## config.mk

```make
export PLATFORM = sky130hd
export DESIGN_NAME = mux_stream_sel
export DESIGN_NICKNAME = d
export VERILOG_FILES = /design/src/rtl/mux_stream_pkg.sv /design/src/rtl/mux_stream_sel_rr_arbiter.sv /design/src/rtl/mux_stream_sel.sv
export SDC_FILE = /design/constraint.sdc
export NUM_CORES = 1
export LEC_CHECK = 0
export CAP_MARGIN = 20
export CORE_MARGIN = 5
export CORE_UTILIZATION = 37
export CTS_BUF_LIST = sky130_fd_sc_hd__clkbuf_4
export DETAILED_ROUTE_END_ITERATION = 7
export PLACE_DENSITY_LB_ADDON = 0.2
export SLEW_MARGIN = 20
export SYNTH_ARGS = -nofsm -noshare
export SYNTH_HDL_FRONTEND = slang
export SYNTH_HIERARCHICAL = 1
export SYNTH_SLANG_ARGS = --single-unit
export TNS_END_PERCENT = 100
```

## constraint.sdc

```tcl
create_clock -name clk -period 2.7 [get_ports clk]
set_clock_uncertainty 0.1 [all_clocks]
set_input_delay 0.81 -clock clk [delete_from_list [all_inputs] [get_ports clk]]
set_output_delay 0.81 -clock clk [all_outputs]
set_load 0.01 [all_outputs]
```

## src/rtl/mux_stream_pkg.sv

```systemverilog
// Shared types and default widths for the stream multiplexer family.
package mux_stream_pkg;

    typedef enum logic {
        MODE_FIXED = 1'b0,
        MODE_RR    = 1'b1
    } mux_mode_e;

    localparam int DEF_NUM_CH = 4;
    localparam int DEF_DATA_W = 4;

endpackage

```

## src/rtl/mux_stream_sel_rr_arbiter.sv

```systemverilog
// Rotating-priority arbiter: grants the first requester at or after ptr, wrapping.
module rr_arbiter #(
    parameter int NUM_CH = 4,
    localparam int SEL_W = $clog2(NUM_CH)
) (
    input  logic [NUM_CH-1:0] req,
    input  logic [SEL_W-1:0]  ptr,
    output logic [SEL_W-1:0]  gnt,
    output logic              gnt_valid
);

    assign gnt_valid = |req;

    // Walk offsets from farthest to nearest so the nearest requester wins last.
    always_comb begin
        logic [SEL_W:0] sum;
        gnt = '0;
        sum = '0;
        for (int k = NUM_CH - 1; k >= 0; k--) begin
            sum = {1'b0, ptr} + (SEL_W + 1)'(k);
            if (sum >= (SEL_W + 1)'(NUM_CH)) begin
                sum = sum - (SEL_W + 1)'(NUM_CH);
            end
            if (req[sum[SEL_W-1:0]]) begin
                gnt = sum[SEL_W-1:0];
            end
        end
    end

endmodule

```

## src/rtl/mux_stream_sel.sv

```systemverilog
// Registered N:1 stream mux with valid/ready handshakes, fixed-select or round-robin grant.
module mux_stream_sel
    import mux_stream_pkg::*;
#(
    parameter int NUM_CH = DEF_NUM_CH,
    parameter int DATA_W = DEF_DATA_W,
    localparam int SEL_W = $clog2(NUM_CH)
) (
    input  logic                     clk,
    input  logic                     rst,
    input  logic [NUM_CH*DATA_W-1:0] in_data,
    input  logic [NUM_CH-1:0]        in_valid,
    output logic [NUM_CH-1:0]        in_ready,
    input  logic                     mode,
    input  logic [SEL_W-1:0]         sel,
    output logic [DATA_W-1:0]        y,
    output logic [SEL_W-1:0]         y_ch,
    output logic                     y_valid,
    input  logic                     y_ready
);

    logic [DATA_W-1:0] ch_data [NUM_CH];
    logic [DATA_W-1:0] y_q, y_d;
    logic [SEL_W-1:0]  y_ch_q, y_ch_d;
    logic              y_valid_q, y_valid_d;
    logic [SEL_W-1:0]  rr_ptr_q, rr_ptr_d;

    logic              is_rr;
    logic              load_en;
    logic              sel_in_range;
    logic              fix_valid;
    logic [SEL_W-1:0]  rr_gnt;
    logic              rr_valid;
    logic [SEL_W-1:0]  gnt;
    logic              gnt_valid;
    logic              accept;

    generate
        for (genvar gi = 0; gi < NUM_CH; gi++) begin : g_ch
            assign ch_data[gi]  = in_data[gi*DATA_W +: DATA_W];
            assign in_ready[gi] = !rst && load_en && gnt_valid && (gnt == SEL_W'(gi));
        end
    endgenerate

    assign is_rr   = (mux_mode_e'(mode) == MODE_RR);
    assign load_en = !y_valid_q || y_ready;

    // A select beyond the channel count (non power-of-two NUM_CH) never grants.
    assign sel_in_range = ({1'b0, sel} < (SEL_W + 1)'(NUM_CH));
    assign fix_valid    = sel_in_range ? in_valid[sel] : 1'b0;

    rr_arbiter #(
        .NUM_CH    (NUM_CH)
    ) u_arb (
        .req       (in_valid),
        .ptr       (rr_ptr_q),
        .gnt       (rr_gnt),
        .gnt_valid (rr_valid)
    );

    assign gnt       = is_rr ? rr_gnt : sel;
    assign gnt_valid = is_rr ? rr_valid : fix_valid;
    assign accept    = |(in_ready & in_valid);

    always_comb begin
        y_d       = y_q;
        y_ch_d    = y_ch_q;
        y_valid_d = y_valid_q;
        rr_ptr_d  = rr_ptr_q;
        if (accept) begin
            y_d       = ch_data[gnt];
            y_ch_d    = gnt;
            y_valid_d = 1'b1;
            if (is_rr) begin
                rr_ptr_d = (gnt == SEL_W'(NUM_CH - 1)) ? '0 : gnt + 1'b1;
            end
        end else if (y_valid_q && y_ready) begin
            y_valid_d = 1'b0;
        end
    end

    always_ff @(posedge clk) begin
        if (rst) begin
            y_q       <= '0;
            y_ch_q    <= '0;
            y_valid_q <= 1'b0;
            rr_ptr_q  <= '0;
        end else begin
            y_q       <= y_d;
            y_ch_q    <= y_ch_d;
            y_valid_q <= y_valid_d;
            rr_ptr_q  <= rr_ptr_d;
        end
    end

    assign y       = y_q;
    assign y_ch    = y_ch_q;
    assign y_valid = y_valid_q;

endmodule

```

After elaboration in Yosys (flattened, before gate mapping). Cells that the tools add are included.

Bits in registers: 9. Input bits: 26. Output and inout bits: 11. Word-level logic and storage cells: 68.

Add/subtract/negate cells: 8. Order comparisons: 10. Equality and inequality tests: 3. Mux-type cells: 26. Bitwise gates (word level): 2. Reduce and logical (&&, ||, !) cells: 15.

Operator list (count): $mux 2 (10); $lt 2x3->1 const B (5); $ge 3x3->1 const B (4); $bmux 1 s2 (5); $bmux 4 s2 (1); $mux 1 (8); $mux 4 (2); $reduce_or 4->1 (2); $sub 2x1->2 const B (4); $logic_and 1x1->1 (7); $add 2x2->3 const B (2); $and 4x4->4 (1); $eq 2x2->1 const B (2); $add 2x1->3 const B (1); $ge 2x3->1 const B (1); $not 2->3 (1); $add 2x1->2 const B (1); $eq 2x1->1 const B (1); $logic_not 1->1 (2); $logic_not 2->1 (1); $reduce_and 2->1 (1); $reduce_bool 2->1 (1); $logic_or 1x1->1 (1).

Logic depth before layout (Yosys ltp). Gate-level depths: netlist of run 1.

Depth in word-level cells: 15. Mapped depth: 12. Depth with buffers taken out: 10.

Hierarchy. Netlist of run 1, hierarchy kept.

Modules (own cells, without submodules): mux_stream_sel (instances 1, cells an instance 70, area an instance 674.4 um^2, seq. area each 180.2 um^2); rr_arbiter (instances 1, cells an instance 13, area an instance 77.6 um^2, seq. area each 0.0 um^2).

Worst setup path before layout of run 1. No wires, ideal clock.

Path type: input -> register. From: input port in_valid[3]. To: register rr_ptr_q[0]. Setup time: 0.070 ns. Arrival time: 2.806 ns. Data required time: 2.530 ns. Setup slack: -0.276 ns. Stages on the path: 11. Cells stage by stage: nand2b_1 a211oi_1 nor2_1 mux2i_1 buf_4 ha_1 a22oi_1 a211o_1 clkbuf_1 or4_1 a21oi_1.

Word-level cells in the longest chain between the ends: 12.

Ends and longest elaborated chain: from (decl) (line mux_stream_sel.sv:12) `input logic [NUM_CH-1:0] in_valid,`; $bmux 1 s2 (line mux_stream_sel_rr_arbiter.sv:24) `if (req[sum[SEL_W-1:0]]) begin`; $mux 1 (not written as such) (line mux_stream_sel_rr_arbiter.sv:24); $mux 2 (3 in a row) (line mux_stream_sel_rr_arbiter.sv:24); $mux 2 * (line mux_stream_sel_rr_arbiter.sv:24); via rr_gnt[1] (line mux_stream_sel.sv:32) `logic [SEL_W-1:0] rr_gnt;`; $mux 2 * (line mux_stream_sel.sv:61) `assign gnt = is_rr ? rr_gnt : sel;`; $eq 2x1->1 (tied with other cells) (line mux_stream_sel.sv:41) `assign in_ready[gi] = !rst && load_en && gnt_valid && (gnt == SEL_W'(gi));`; $logic_and 1x1->1 (line mux_stream_sel.sv:41); $and 4x4->4 (line mux_stream_sel.sv:63) `assign accept = |(in_ready & in_valid);`; $reduce_or 4->1 (line mux_stream_sel.sv:63); $reduce_and 2->1 (no source line); to (signal assigned) (line mux_stream_sel.sv:92) `rr_ptr_q <= rr_ptr_d;`; to (decl) (line mux_stream_sel.sv:26) `logic [SEL_W-1:0] rr_ptr_q, rr_ptr_d;`.

Mark *: on every way through the listed nets, which the timed path passes. The rest lies on a longest branch. The select of a mux whose other input is x is not followed. A chain may end at the register's enable or synchronous reset.

Final worst setup path of run 1.
From: input port sel[0]. To: output port in_ready[3].

Word-level cells in the longest chain between the ends: 5.

Ends and longest elaborated chain: from (decl) (line mux_stream_sel.sv:15) `input logic [SEL_W-1:0] sel,`; $bmux 1 s2 (line mux_stream_sel.sv:50) `assign fix_valid = sel_in_range ? in_valid[sel] : 1'b0;`; $mux 1 (not written as such) (line mux_stream_sel.sv:50); $mux 1 (line mux_stream_sel.sv:62) `assign gnt_valid = is_rr ? rr_valid : fix_valid;`; $logic_and 1x1->1 (line mux_stream_sel.sv:41); $logic_and 1x1->1 * (line mux_stream_sel.sv:41); to (decl) (line mux_stream_sel.sv:13) `output logic [NUM_CH-1:0] in_ready,`.

Every way passes the cells marked *; elsewhere a longest branch is shown, timed or not. The select of a mux whose other input is x is not followed.

==> metrics.csv, run 1 <==
metric,value,unit
status,finished with violations,
violations,setup timing,
syn_area,752,sq um
grtUsageTotal,21.5,%
cp_common_cell,buf_4,
total_power,0.557,mW
rsz0062_at_grt,yes,
ys_warn_count,6,
cp_max_fo,4,
cts-root-buf,clkbuf_4,
cts_sinks,9,
crit_family,buffers and inverters,
first_global_vias,1010,
arrival,2.08,ns
vias_per_cell,4.93,
yosysTopAreaCell,dfxtp_1,
tns,-1.90,ns
syn_inst,83,
syn_avg_cell_area,9.06,sq um
endpoint_kind,output pin,
drive_gt1_share,53.9,%
worstSetupPathType,primary input to output pin,
vias,883,
synth_commonest_cells,"mux2i_1 (12), dfxtp_1 (9)",
path_buf_inv,4,
clock_path_buffers,2,
worstMarginPinSlew,0.303,ns
cts_tree,built,
die_h,55.1,microns
ys_types,33,
irDropWorstVdd,0.000342,V
yosysMostFrequentCell,mux2i_1,
synth_top_flop_cell,dfxtp_1,
num_rows,16,
grt_pass1_wl,4630,microns
start_util,38.7,%
area_growth_syn_to_layout,118,%
clock_latency,0.26,ns
drtPass1Iterations,4,
final.fill_count,107,
gp_congestion,0.785,
async_flop_share,0,%
cp_slowest_cell,o221a_4,
drt-initial-drc-count,7,
setup_violations,13,
clk_pin_slew,0.06,ns
p_per_area,340,mW/mm^2
netlist_top_cells_area,"dfxtp_1 (24%), mux2i_1 (16%), ha_1 (6.7%), mux2_1 (4.5%), o211ai_1 (4.0%)",
fmax,335,MHz
final_nets,183,
hold_viol_final,0,
ioPinCount,37,
leakage,0.691,nW
diodes,0,
io_buffers,36,
fin_util,84.3,%
fp.dieW,55.1,microns
wl_per_cell,16.2,microns
min_period,2.99,ns
post-dp-hpwl,1930,microns
synth_top_cell_area_share,24.0,%
coreArea,0.00194,sq mm
crit_required,1.79,ns
ys_ff_latch,9,
maxCapViolations,0,
final_max_slew_viol_count,0,
synth_edf_count,0,
grt_max_degree,9,
grt_overflow_total,0,
max_stage_delay,0.27,ns
synth_fp_nets,113,
cts_buffers,3,
remaining_drc_errors,0,
cts_hold_buf,0,
h-tree-depth,1,
critPathLaunchType,primary input,
fin_ws,-0.289,ns
slew_headroom,79.7,%
ys_seq_area_share,24.0,%
wl,2910,microns
die_area,0.00303,sq mm
hold_path.class,flop to flop,
path_cells,clkdlybuf4s15_1 -> buf_4 -> nand2b_1 -> o221a_4 -> nor3_2 -> buf_4 -> and2_4 -> buf_6,
period_share,111,%
antenna_left,0,
antenna_found_initial,0,
## worst min-delay path, stage by stage (launching register included)
cell and delay (ns):
dfxtp_1 0.32, nand2b_1 0.09, a21oi_2 0.05
## area by class of cell
class | count | area [sq um] | area share (%)
Tap cell | 27 | 33.8 | 2.06
Clock buffer | 3 | 22.5 | 1.38
Inverter | 4 | 17.5 | 1.07
Multi-Input combinational cell | 67 | 731 | 44.6
Sequential cell | 9 | 180 | 11.0
Clock inverter | 1 | 5.00 | 0.306
Timing Repair Buffer | 68 | 647 | 39.5
## path summary, 6_finish.rpt
kind	start	to	slack [ns]	depth (start not counted)
max	sel[0]	in_ready[3]	-0.29	8
min	y_valid	y_valid	0.40	2
max reg2reg	rr_ptr_q[0]	rr_ptr_q[0]	-0.04	12
min reg2reg	y_valid	y_valid	0.40	2
## cells by family (layout without fill, tap and decap cells)
kind of cell,Yosys count,in the layout,share of synthesized area [%]
compound gates,23,23,22.6
simple gates,23,23,16.8
mux,17,17,25.0
flops,9,9,24.0
buf+inv,7,76,4.99
fa+ha+maj,4,4,6.66
## cells in the final DEF (no fill, tap or decap), types with 2 or more instances in the layout
| cell type | instances |
|---|---|
| nor2_4 | 2 |
| buf_4 | 26 |
| buf_6 | 9 |
| nand2b_1 | 3 |
| nand2_1 | 3 |
| o21ai_0 | 2 |
| inv_1 | 2 |
| a21oi_2 | 3 |
| dfxtp_1 | 9 |
| mux2i_1 | 9 |
| mux2i_4 | 4 |
| mux2_1 | 3 |
| buf_12 | 3 |
| and2_4 | 4 |
| o211ai_1 | 4 |
| nor2_2 | 2 |
| o21ai_2 | 3 |
| a22oi_2 | 2 |
| clkdlybuf4s50_1 | 25 |
| ha_4 | 4 |
| buf_2 | 3 |
| clkbuf_4 | 3 |
## report_power, final
group          total, mW  switching [mW]  internal (mW)  leakage [nW]
clock network      0.108          0.0533         0.0549        0.0177
logic              0.295           0.119          0.176         0.599
registers          0.154         0.00913          0.145        0.0734
total              0.557           0.181          0.375         0.691
## metrics by stage
stage / instances / worst slack, ns / instance area [sq um] / hold slack (ns)
6_report: 179 / -0.289 / 1640 / 0.401
3_3_place_gp: 167 / -1.07 / 1370 / 0.363
4_1_cts: 179 / -0.286 / 1580 / 0.402
5_1_grt: 179 / -0.313 / 1640 / 0.427
2_1_floorplan: 83 / -0.186 / 826 / 0.391
3_5_place_dp: 167 / -1.11 / 1370 / 0.376
## state kept, by name, summed over array words and instances, names as in the netlist
signal,cells
y_ch,2
rr_ptr_q,2
y,4
y_valid,1
## routing by layer
layer	GRT usage (%)	part of all wire, %	vias to the layer above
met5	0	0	-
met4	7.29	0.76	0
met3	4.56	5.3	2
met2	43.7	57	33
met1	21.0	37	406
li1	-	-	442
## repair_timing
item                                    4_1_cts  5_1_grt
gates resized for setup                      71       14
endpoints found under the setup margin       13       13
gates cloned                                  0        0
buffers inserted                              9        1
pin swaps                                    20        7
(Power assumes the default switching activity.)
==> run 2, diff against run 1 <==
ABC_AREA = 1   (was not set)
CORE_UTILIZATION = 40   (was 37)
SYNTH_HIERARCHICAL = not set   (was 1)
==> run 2 against run 1 <==
The flow finishes with violations (DRC, setup timing). Critical endpoint unchanged. Worst setup slack improved by 0.13 ns. Critical path type unchanged. Highest routed layer unchanged. Global-route usage is 2.3 points lower. Cell area up 6.7%.
==> metrics.csv, run 2 <==
metric,value,unit,change
path_depth,13,,+5
start_util,41.7,%,+3.0 points
synthMuxAreaShare,0,%,-25 points
final_max_slew_viol_count,0,,unchanged
cts_hold_buf,0,,unchanged
swShare,41.0,%,+8.5 points
final_area,0.00175,sq mm,+6.7%
drive_gt1_share,40.6,%,-13 points
diodes,0,,unchanged
crit_required,1.79,ns,about the same
syn_inst,161,,+94%
power_frac_comb,61.0,%,+8.0 points
fp.dieW,58.0,microns,+5.3%
use_met1,19.7,%,-1.2 points
cts_sinks,9,,unchanged
io_buffers,36,,unchanged
crit_family,simple AND/OR/NAND/NOR gates,,
wl,3240,microns,+11%
slew_headroom,87.6,%,+7.9 points
seqPwrFrac,23.3,%,-4.3 points
remaining_drc_errors,1,,+1
p_int,0.411,mW,+9.4%
synth_fa_ha_area_share,1.36,%,-5.3 points
post-dp-hpwl,2270,microns,+18%
netlist_top_cells_area,"dfxtp_1 (20%), nand2_1 (17%), nand3_1 (13%), inv_1 (13%), nor2_1 (6.9%)",,
grtUsageTotal,19.2,%,-2.3 points
dp_cells,242,,+45%
synth_fp_nets,188,,+66%
final_common_cell,nand2_1,,
final.fill_count,158,,+48%
area_growth_syn_to_layout,89.3,%,
coreArea,0.00221,sq mm,+14%
multi_input_area,778,sq um,+6.5%
first_global_vias,1294,,+28%
worstSetupPathType,primary input to output pin,,
synth_top_flop_cell,dfxtp_1,,
path_buf_inv,4,,unchanged
h-tree-depth,1,,unchanged
path_cells,buf_8 -> inv_6 -> o21ai_4 -> nand2_2 -> nand3_4 -> nand3_2 -> nand2_2 -> nand2_4 -> nand2_4 -> ha_4 -> inv_2 -> nor2_4 -> buf_6,,
largest_reg_flops,4,,unchanged
ys_types,27,,-18%
grt_pass1_wl,5190,microns,+12%
fmax,349,MHz,+4.4%
synth_top_cell_area_share,19.5,%,-4.4 points
fin_util,78.9,%,-5.4 points
synth_top_family_by_area,simple AND/OR/NAND/NOR gates,,
cts_buffers,3,,unchanged
clock_path_buffers,2,,unchanged
arrival,1.95,ns,-0.13 ns
die_h,58.0,microns,+5.3%
endpoint_kind,output pin,,
synth_edf_count,0,,unchanged
drt-initial-drc-count,65,,+58
wl_per_cell,12.8,microns,-21%
cp_slowest_cell,o21ai_4,,
async_flop_share,0,%,unchanged
violations,"DRC, setup timing",,
clock_power_share,15.8,%,-3.6 points
status,finished with violations,,
irDropWorstVdd,0.000287,V,-16%
ys_ff_latch,9,,unchanged
gp_congestion,0.884,,+13%
antenna_left,0,,unchanged
vias,1265,,+43%
gr-usage-met2,35.2,%,-8.5 points
period_share,106,%,-4.7 points
grt_overflow_total,0,,unchanged
regArea,180,sq um,unchanged
maxCapViolations,0,,unchanged
met3_usage,4.90,%,+0.34 points
synth_compound_area_share,8.68,%,-14 points
ioPinCount,37,,unchanged
total_power,0.696,mW,+25%
worstMarginPinSlew,0.185,ns,-0.119 ns
final_cell_mix,"nand2_1 (29), buf_4 (25), inv_1 (24), clkdlybuf4s50_1 (24), nand3_1 (17)",,
syn_area,922,sq um,+23%
hold_path.class,flop to flop,,
gr-max-usage-layer,met2,,
antenna_found_initial,0,,unchanged
drtPass1Iterations,6,,+2
postPlaceCellArea,0.00150,sq mm,+10%
yosysMostFrequentCell,nand2_1,,
critPathLaunchType,primary input,,
cts-root-buf,clkbuf_4,,
cts_tree,built,,
rsz0062_at_grt,yes,,
ys_warn_count,0,,-6
min_period,2.86,ns,-0.127 ns
p_per_area,399,mW/mm^2,+17%
num_rows,17,,+1
synth-simple-area-share,52.1,%,+35 points
syn_avg_cell_area,5.73,sq um,-37%
fin_cells,252,,+41%
yosysTopAreaCell,dfxtp_1,,
vias_per_cell,5.02,,+1.8%
synth_xor_area_share,0,%,unchanged
fin_ws,-0.162,ns,+0.127 ns
final_nets,252,,+38%
synth_commonest_cells,"nand2_1 (42), inv_1 (32), nand3_1 (24)",,
r2r_cells,18,,+6
setup_violations,4,,-9
die_area,0.00337,sq mm,+11%
leakage,0.892,nW,+29%
cp_max_fo,4,,unchanged
grt_max_degree,15,,+6
clk_pin_slew,0.07,ns,about the same
finalHoldWorstSlack,0.385,ns,-0.0153 ns
hold_viol_final,0,,unchanged
clock_latency,0.26,ns,about the same
whs_path_depth,2,,unchanged
max_stage_delay,0.15,ns,-0.12 ns
ys_seq_area_share,19.5,%,-4.4 points
p_sw,0.286,mW,+58%
[run 2: through the flow]
| step | TNS [ns] | setup WS [ns] |
|---|---|---|
| 2_1_floorplan | -0.0968 | -0.0488 |
| 3_3_place_gp | -7.28 | -1.04 |
| 3_5_place_dp | -7.81 | -1.06 |
| 4_1_cts | -0.489 | -0.168 |
| 5_1_grt | -0.877 | -0.236 |
| 6_report | -0.613 | -0.162 |
[run 2: kinds of logic (layout without fill, tap and decap cells)]
kind of cell    count (synthesis)  after routing
flops                           9              9
buf+inv                        39            102
compound gates                 13             13
fa+ha+maj                       1              1
simple gates                   99             99
[run 2: per-layer routing]
| metal | up-vias | routed length [microns] |
|---|---|---|
| li1 | 623 | - |
| met1 | 586 | 1230 |
| met2 | 48 | 1740 |
| met3 | 8 | 185 |
| met4 | 0 | 76 |
| met5 | - | 0 |
[run 2: repair_timing]
item                                    4_1_cts  5_1_grt
pin swaps                                    15       19
endpoints found under the setup margin       13        4
gates resized for setup                      72       25
setup buffers                                 3        3
[run 2: power by group through the flow]
stage | registers (mW) | clock network (mW) | logic, mW
after floorplan | 0.171 | 0 | 0.193
after global placement | 0.164 | 0 | 0.335
after detailed placement | 0.165 | 0 | 0.347
after CTS | 0.161 | 0.112 | 0.374
after global routing | 0.164 | 0.118 | 0.463
final | 0.162 | 0.110 | 0.424
[run 2: path summary, 6_finish.rpt]
kind          startpoint  slack (ns)          end
max          in_valid[3]       -0.16  in_ready[3]
min              y_ch[1]        0.39      y_ch[1]
max reg2reg  rr_ptr_q[0]        0.26  rr_ptr_q[0]
min reg2reg      y_ch[1]        0.39      y_ch[1]
[run 2: worst min-delay path, cell delays in order, from the launching register on]
cell and delay (ns):
dfxtp_1 0.34, o21bai_1 0.08, inv_1 0.05
[run 2: cell type report]
type / instances / area share [%]
sequential: 9 / 10.3
tap: 28 / 2.01
multi-input combinational: 113 / 44.6
clock inverter: 1 / 0.287
timing repair buffer: 63 / 33.1
clock buffer: 3 / 1.29
inverter: 35 / 8.39
